### config.mk
export PLATFORM = sky130hd
export DESIGN_NAME = multimode_reg
export DESIGN_NICKNAME = d
export VERILOG_FILES = /design/src/rtl/multimode_reg.sv
export SDC_FILE = /design/constraint.sdc
export NUM_CORES = 1
export LEC_CHECK = 0
export ABC_AREA = 1
export BUFFER_PORTS_ARGS = -buffer_cell sky130_fd_sc_hd__buf_2
export CAP_MARGIN = 40
export CORE_MARGIN = 3
export CORE_UTILIZATION = 49
export DETAILED_ROUTE_END_ITERATION = 12
export HOLD_SLACK_MARGIN = 0.15
export PLACE_DENSITY_LB_ADDON = 0.3
export SLEW_MARGIN = 5
export SYNTH_ARGS = -nofsm -noshare
export SYNTH_HDL_FRONTEND = slang
export SYNTH_SLANG_ARGS = --single-unit
export TNS_END_PERCENT = 1
### constraint.sdc
create_clock -name clk -period 1.6 [get_ports clk]
set_input_delay 0.16 -clock clk [delete_from_list [all_inputs] [get_ports clk]]
set_output_delay 0.16 -clock clk [all_outputs]
set_load 0.05 [all_outputs]
### src/rtl/multimode_reg.sv
// WIDTH-bit register with load, increment and serial shift modes, plus wrap/zero flags.
// Optional shadow load/commit path enabled by defining MULTIMODE_REG_SHADOW_EN.
module multimode_reg #(
  parameter int               WIDTH     = 8,
  parameter logic [WIDTH-1:0] RESET_VAL = '0
) (
  input  logic             clk,
  input  logic             rst_n,
  input  logic             clr,
  input  logic             load,
  input  logic [WIDTH-1:0] d,
  input  logic             en,
  input  logic [1:0]       op,
  input  logic             ser_in,
  input  logic             commit,
  output logic [WIDTH-1:0] q,
  output logic             ser_out,
  output logic             wrap,
  output logic             zero
);

  typedef enum logic [1:0] {
    OP_HOLD = 2'b00,
    OP_INC  = 2'b01,
    OP_SHL  = 2'b10,
    OP_SHR  = 2'b11
  } opType;

  logic [WIDTH-1:0] r_q;
  logic             r_serOut;
  logic             r_wrap;

  logic [WIDTH-1:0] w_opQ;
  logic             w_opSer;
  logic             w_opWrap;

  logic [WIDTH-1:0] w_qNext;
  logic             w_serNext;
  logic             w_wrapNext;

  // Result of the en&op datapath, before priority against clr/load/commit.
  always_comb begin
    w_opQ    = r_q;
    w_opSer  = r_serOut;
    w_opWrap = 1'b0;
    case (opType'(op))
      OP_INC: begin
        w_opQ    = r_q + 1'b1;
        w_opWrap = (r_q == '1);
      end
      OP_SHL: begin
        w_opQ   = {r_q[WIDTH-2:0], ser_in};
        w_opSer = r_q[WIDTH-1];
      end
      OP_SHR: begin
        w_opQ   = {ser_in, r_q[WIDTH-1:1]};
        w_opSer = r_q[0];
      end
      default: ;
    endcase
  end

`ifdef MULTIMODE_REG_SHADOW_EN
  logic [WIDTH-1:0] r_shadow;
  logic [WIDTH-1:0] w_shadowNext;

  // Load only fills the shadow, so en&op still acts on q unless commit claims the cycle.
  always_comb begin
    w_qNext      = r_q;
    w_serNext    = r_serOut;
    w_wrapNext   = 1'b0;
    w_shadowNext = r_shadow;
    if (clr) begin
      w_qNext      = RESET_VAL;
      w_serNext    = 1'b0;
      w_shadowNext = RESET_VAL;
    end else begin
      if (load) begin
        w_shadowNext = d;
      end
      if (commit) begin
        w_qNext   = r_shadow;
        w_serNext = 1'b0;
      end else if (en) begin
        w_qNext    = w_opQ;
        w_serNext  = w_opSer;
        w_wrapNext = w_opWrap;
      end
    end
  end

  always_ff @(posedge clk or negedge rst_n) begin
    if (!rst_n) begin
      r_shadow <= RESET_VAL;
    end else begin
      r_shadow <= w_shadowNext;
    end
  end
`else
  logic w_unusedCommit;
  assign w_unusedCommit = commit;

  always_comb begin
    w_qNext    = r_q;
    w_serNext  = r_serOut;
    w_wrapNext = 1'b0;
    if (clr) begin
      w_qNext   = RESET_VAL;
      w_serNext = 1'b0;
    end else if (load) begin
      w_qNext   = d;
      w_serNext = 1'b0;
    end else if (en) begin
      w_qNext    = w_opQ;
      w_serNext  = w_opSer;
      w_wrapNext = w_opWrap;
    end
  end
`endif

  always_ff @(posedge clk or negedge rst_n) begin
    if (!rst_n) begin
      r_q      <= RESET_VAL;
      r_serOut <= 1'b0;
      r_wrap   <= 1'b0;
    end else begin
      r_q      <= w_qNext;
      r_serOut <= w_serNext;
      r_wrap   <= w_wrapNext;
    end
  end

  assign q       = r_q;
  assign ser_out = r_serOut;
  assign wrap    = r_wrap;
  assign zero    = (r_q == '0);

endmodule

After elaboration in Yosys (flattened, before gate mapping)
Cells that the tools add are included.
{ "classes": {"n_addsub": 1, "eq_ne": 4, "muxes": 12, "reduce_logical": 6} }
{ "ops": {"columns": ["op", "count"], "rows": [
  ["8-bit 2-to-1 mux", 3],
  ["8-bit one-hot mux with 3 select lines", 1],
  ["8-bit by 1-bit adder with 8-bit output, second input constant", 1],
  ["8-bit == test, second input constant", 1],
  ["8-bit zero test", 1],
  ["1-bit 2-to-1 mux", 7],
  ["5-bit nonzero test", 1],
  ["2-bit == test, second input constant", 2],
  ["2-bit AND reduction", 2],
  ["4-bit nonzero test", 1],
  ["3-bit nonzero test", 1],
  ["2-bit by 1-bit == test with 1-bit output, second input constant", 1],
  ["1-bit one-hot mux with 2 select lines", 1]
]} }
{ "word_totals": {"regBits": 10, "input_bits": 17, "out_inout_bits": 11} }

Depth between registers and ports, before layout
{ "depth": {"ltp_word": 5, "mapped_depth": 11, "mapped_depth_nobuf": 11} }

Worst setup path before layout
Ideal clock, no wire load.
{ "synth_timing": {"kind": "register to output", "start": "register r_q[1], in the netlist q[1]", "end": "output port zero", "t_arrival_ps": 2432, "required_ps": 1440, "setup_slack_ps": -992, "stages_incl_launch_ff": 5, "n_path_buf": 0, "cell_sequence": "dfrtp_1 inv_1 ha_1 nand4_1 nor4_1"} }
{ "synth_between": {"elab_chain_len": 1} }
{ "synth_rtl": {"columns": ["item", "line_no", "text"], "rows": [
  ["from (decl)", "29", "logic [WIDTH-1:0] r_q;"],
  ["from (signal assigned)", "127", "r_q <= w_qNext;"],
  ["8-bit zero test", "136", "assign zero = (r_q == '0);"],
  ["to (decl)", "19", "output logic zero"]
]} }
Every way passes these cells.

Worst setup path in the final report
{ "layout_timing": {"start": "register r_q[0], in the netlist q[0]", "end": "output port zero"} }
Same word-level chain as after synthesis.

==> flow_summary.yaml <==
run_status:
  status: "completed"
drt:
  vias: 979
  avgViaCountPerCell: 5.47
  drt_iter0_drc: 31
  wl_mm: 2.16
  routedWlPerCell_um: 12.1
  post-route-drc-count: 0
  ant_nets: 0
  dr.pass1.iters: 4
floorplan:
  start_util: 0.534
  fp-row-count: 14
  coreArea_um2: 1540
  io_pins: 28
  fp.dieH_um: 47.0
  die_area_um2: 2210
  die_w_um: 47.0
timing:
  fin_crit_ns: 1.56
  worstMarginPinSlew_ns: 0.425
  maxSlewViolCount: 0
  max_freq_mhz: 639
  finalCritPeriodShare: 0.977
  final.setup.worst_slack_ns: 0.0360
  hold_violations: 0
  tns_ns: 0
  setup_violations: 0
  slew_headroom: 0.717
  rsz0062_at_grt: "true"
  skew_ns: 0.00542
hold_path:
  hold_class: "in -> reg"
clock_network:
  cts_tree: "built"
  clock-root-buffer: "clkbuf_4"
  clk_latency_ns: 0.27
  clock_sinks: 10
  cts_made_buffers: 3
  htree_levels: 1
  clk_path_buf_depth: 2
  clkSlewWorstSetupHoldPaths_ns: 0.08
global_routing:
  antenna_found_initial: 0
  grt_pass1_vias: 835
  grt_pass1_wl_mm: 3.57
  grt_max_degree: 16
  grt.total_usage: 0.225
  gr-total-overflow: 0
synthesis:
  synth_nets: 149
  synth_compound_area_frac: 0.160
  synth_area_um2: 823
  syn_inst: 130
  synth_simple_gate_area_frac: 0.415
  synth_mux_area_frac: 0
  ys_seq_area_frac: 0.304
  ys_types: 23
  synth-xor-area-share: 0
  synth-adder-area-share: 0.0304
  synth_top_family_by_area: "simple AND/OR/NAND/NOR gates"
  syn_avg_cell_area_um2: 6.33
  ys_warn_count: 0
  synth.ff_latch_count: 10
critical_path:
  critPathRequiredTime_ns: 1.44
  cp-end-kind: "primary output"
  start_kind: "flip-flop"
  worstPathArrival_ns: 1.40
  cp_max_fo: 2
  criticalPathCategory: "reg -> out"
final_layout:
  antenna_cells: 0
  fin_cells: 179
  areaGrowthSynthToFinish_pct: 28.7
  fin_util: 0.688
  drive_gt1_frac: 0.294
  finalNetCount: 183
place:
  io_buffers: 26
  dp_slack_ns: 0.100
  place_hpwl_mm: 1.63
  dp_cells: 171
  gp_congestion: 0.895
flow_run:
  max-cap-violations: 0
power:
  power_leakage_nw: 0.582
  power_density_nw_per_um2: 817
  ir_drop_mv: 0.657
-- synth_stat cells (all sizes together) --
library cell | number | area [um^2]
nand2 | 48 | 193
nor2 | 19 | 81.3
inv | 17 | 63.8
dfrtp | 10 | 250
o21ai | 9 | 45.0
nand3 | 8 | 50.1
o22ai | 4 | 25.0
a21oi | 3 | 15.0
a22oi | 3 | 22.5
ha | 2 | 25.0
o211ai | 2 | 15.0
buf | 1 | 11.3
nand4 | 1 | 6.26
nor3 | 1 | 5.00
nor4 | 1 | 6.26
o221ai | 1 | 8.76
-- where the power goes --
part           total (mW)  leakage, nW  internal, mW  switching [mW]
Combinational       0.317        0.436         0.101           0.216
Sequential          0.311        0.125         0.276          0.0347
Clock               0.238       0.0210         0.138          0.0997
-- path summary, 6_finish.rpt --
path / startpoint / end / slack (ns) / depth (start not counted)
worst max-delay path: q[0]$_DFFE_PN0P_ / zero / 0.04 / 5
min in group asynchronous: rst_n / ser_out$_DFFE_PN0P_ / 0.27 / 2
max in group asynchronous: rst_n / q[7]$_DFFE_PN0P_ / 1.12 / 2
worst min register to register: ser_out$_DFFE_PN0P_ / ser_out$_DFFE_PN0P_ / 0.52 / 2
worst min-delay path: d[0] / q[0]$_DFFE_PN0P_ / 0.17 / 3
worst max register to register: q[0]$_DFFE_PN0P_ / q[6]$_DFFE_PN0P_ / 0.11 / 12
-- cell families (layout without fill, tap and decap cells) --
group | count (synthesis) | in the layout
AND/OR/NAND/NOR | 78 | 78
AO/OA/AOI/OAI | 22 | 22
buffers and inverters | 18 | 51
flip-flops | 10 | 10
adder cells (fa/ha/maj) | 2 | 2
-- what timing repair did --
item	in CTS	in global routing
pin swaps	2	0
gates resized for setup	2	1
endpoints found under the hold margin	11	0
setup endpoints to repair	1	2
setup buffers	2	0
hold buffers	2	0
-- routing by layer --
layer,vias to the layer above,global-route usage,share of wire
met5,-,0,0
met4,0,0.0663,0.011
met3,4,0.0690,0.094
met2,52,0.336,0.45
met1,433,0.311,0.45
li1,490,-,-
-- sequential cells by signal, indices dropped and copies added, names as in the netlist --
signal / cells
ser_out: 1
q: 8
wrap: 1
-- cell usage in the layout, fill, tap and decap left out --
cell type	netlist	layout
nand2_1	45	45
buf_2	0	25
nor2_1	17	17
inv_1	15	13
o21ai_0	8	7
nand3_1	6	6
dfrtp_1	10	6
inv_2	2	4
o22ai_1	4	4
dfrtp_2	0	4
a22oi_1	3	3
a21oi_1	3	3
clkbuf_4	0	3
nand2_2	2	2
nand3_2	2	2
o21ai_1	1	2
o211ai_1	2	2
ha_1	2	2
dlygate4sd3_1	0	2
buf_4	0	2
nand4_1	1	1
nor4_4	0	1
nor2_2	1	1
nor3_1	1	1
nor2_4	1	1
nand2_4	1	1
o221ai_1	1	1
clkbuf_8	0	1
buf_6	1	1
-- critical path, stage by stage (launching register included) --
cell	delay, ns
dfrtp_2	0.42
inv_2	0.06
ha_1	0.14
nand4_1	0.14
nor4_4	0.18
buf_6	0.19
-- per-stage QoR --
step                      hold slack (ns)  power [mW]  cell area (um^2)
final                               0.171       0.865              1060
after detailed placement           0.0357       0.614               982
after CTS                           0.166       0.869              1060
after global routing                0.195       0.927              1060
after global placement             0.0375       0.610               982
after floorplan                    -0.136       0.532               843
-- final cells by class --
cell class / instances / area (um^2)
multi-input cells: 102 / 513
fillers: 131 / 482
flip-flops and latches: 10 / 255
repair buffers: 30 / 171
inverters: 17 / 63.8
clock buffers: 4 / 36.3
well taps: 16 / 20.0
(Power assumes the default switching activity.)
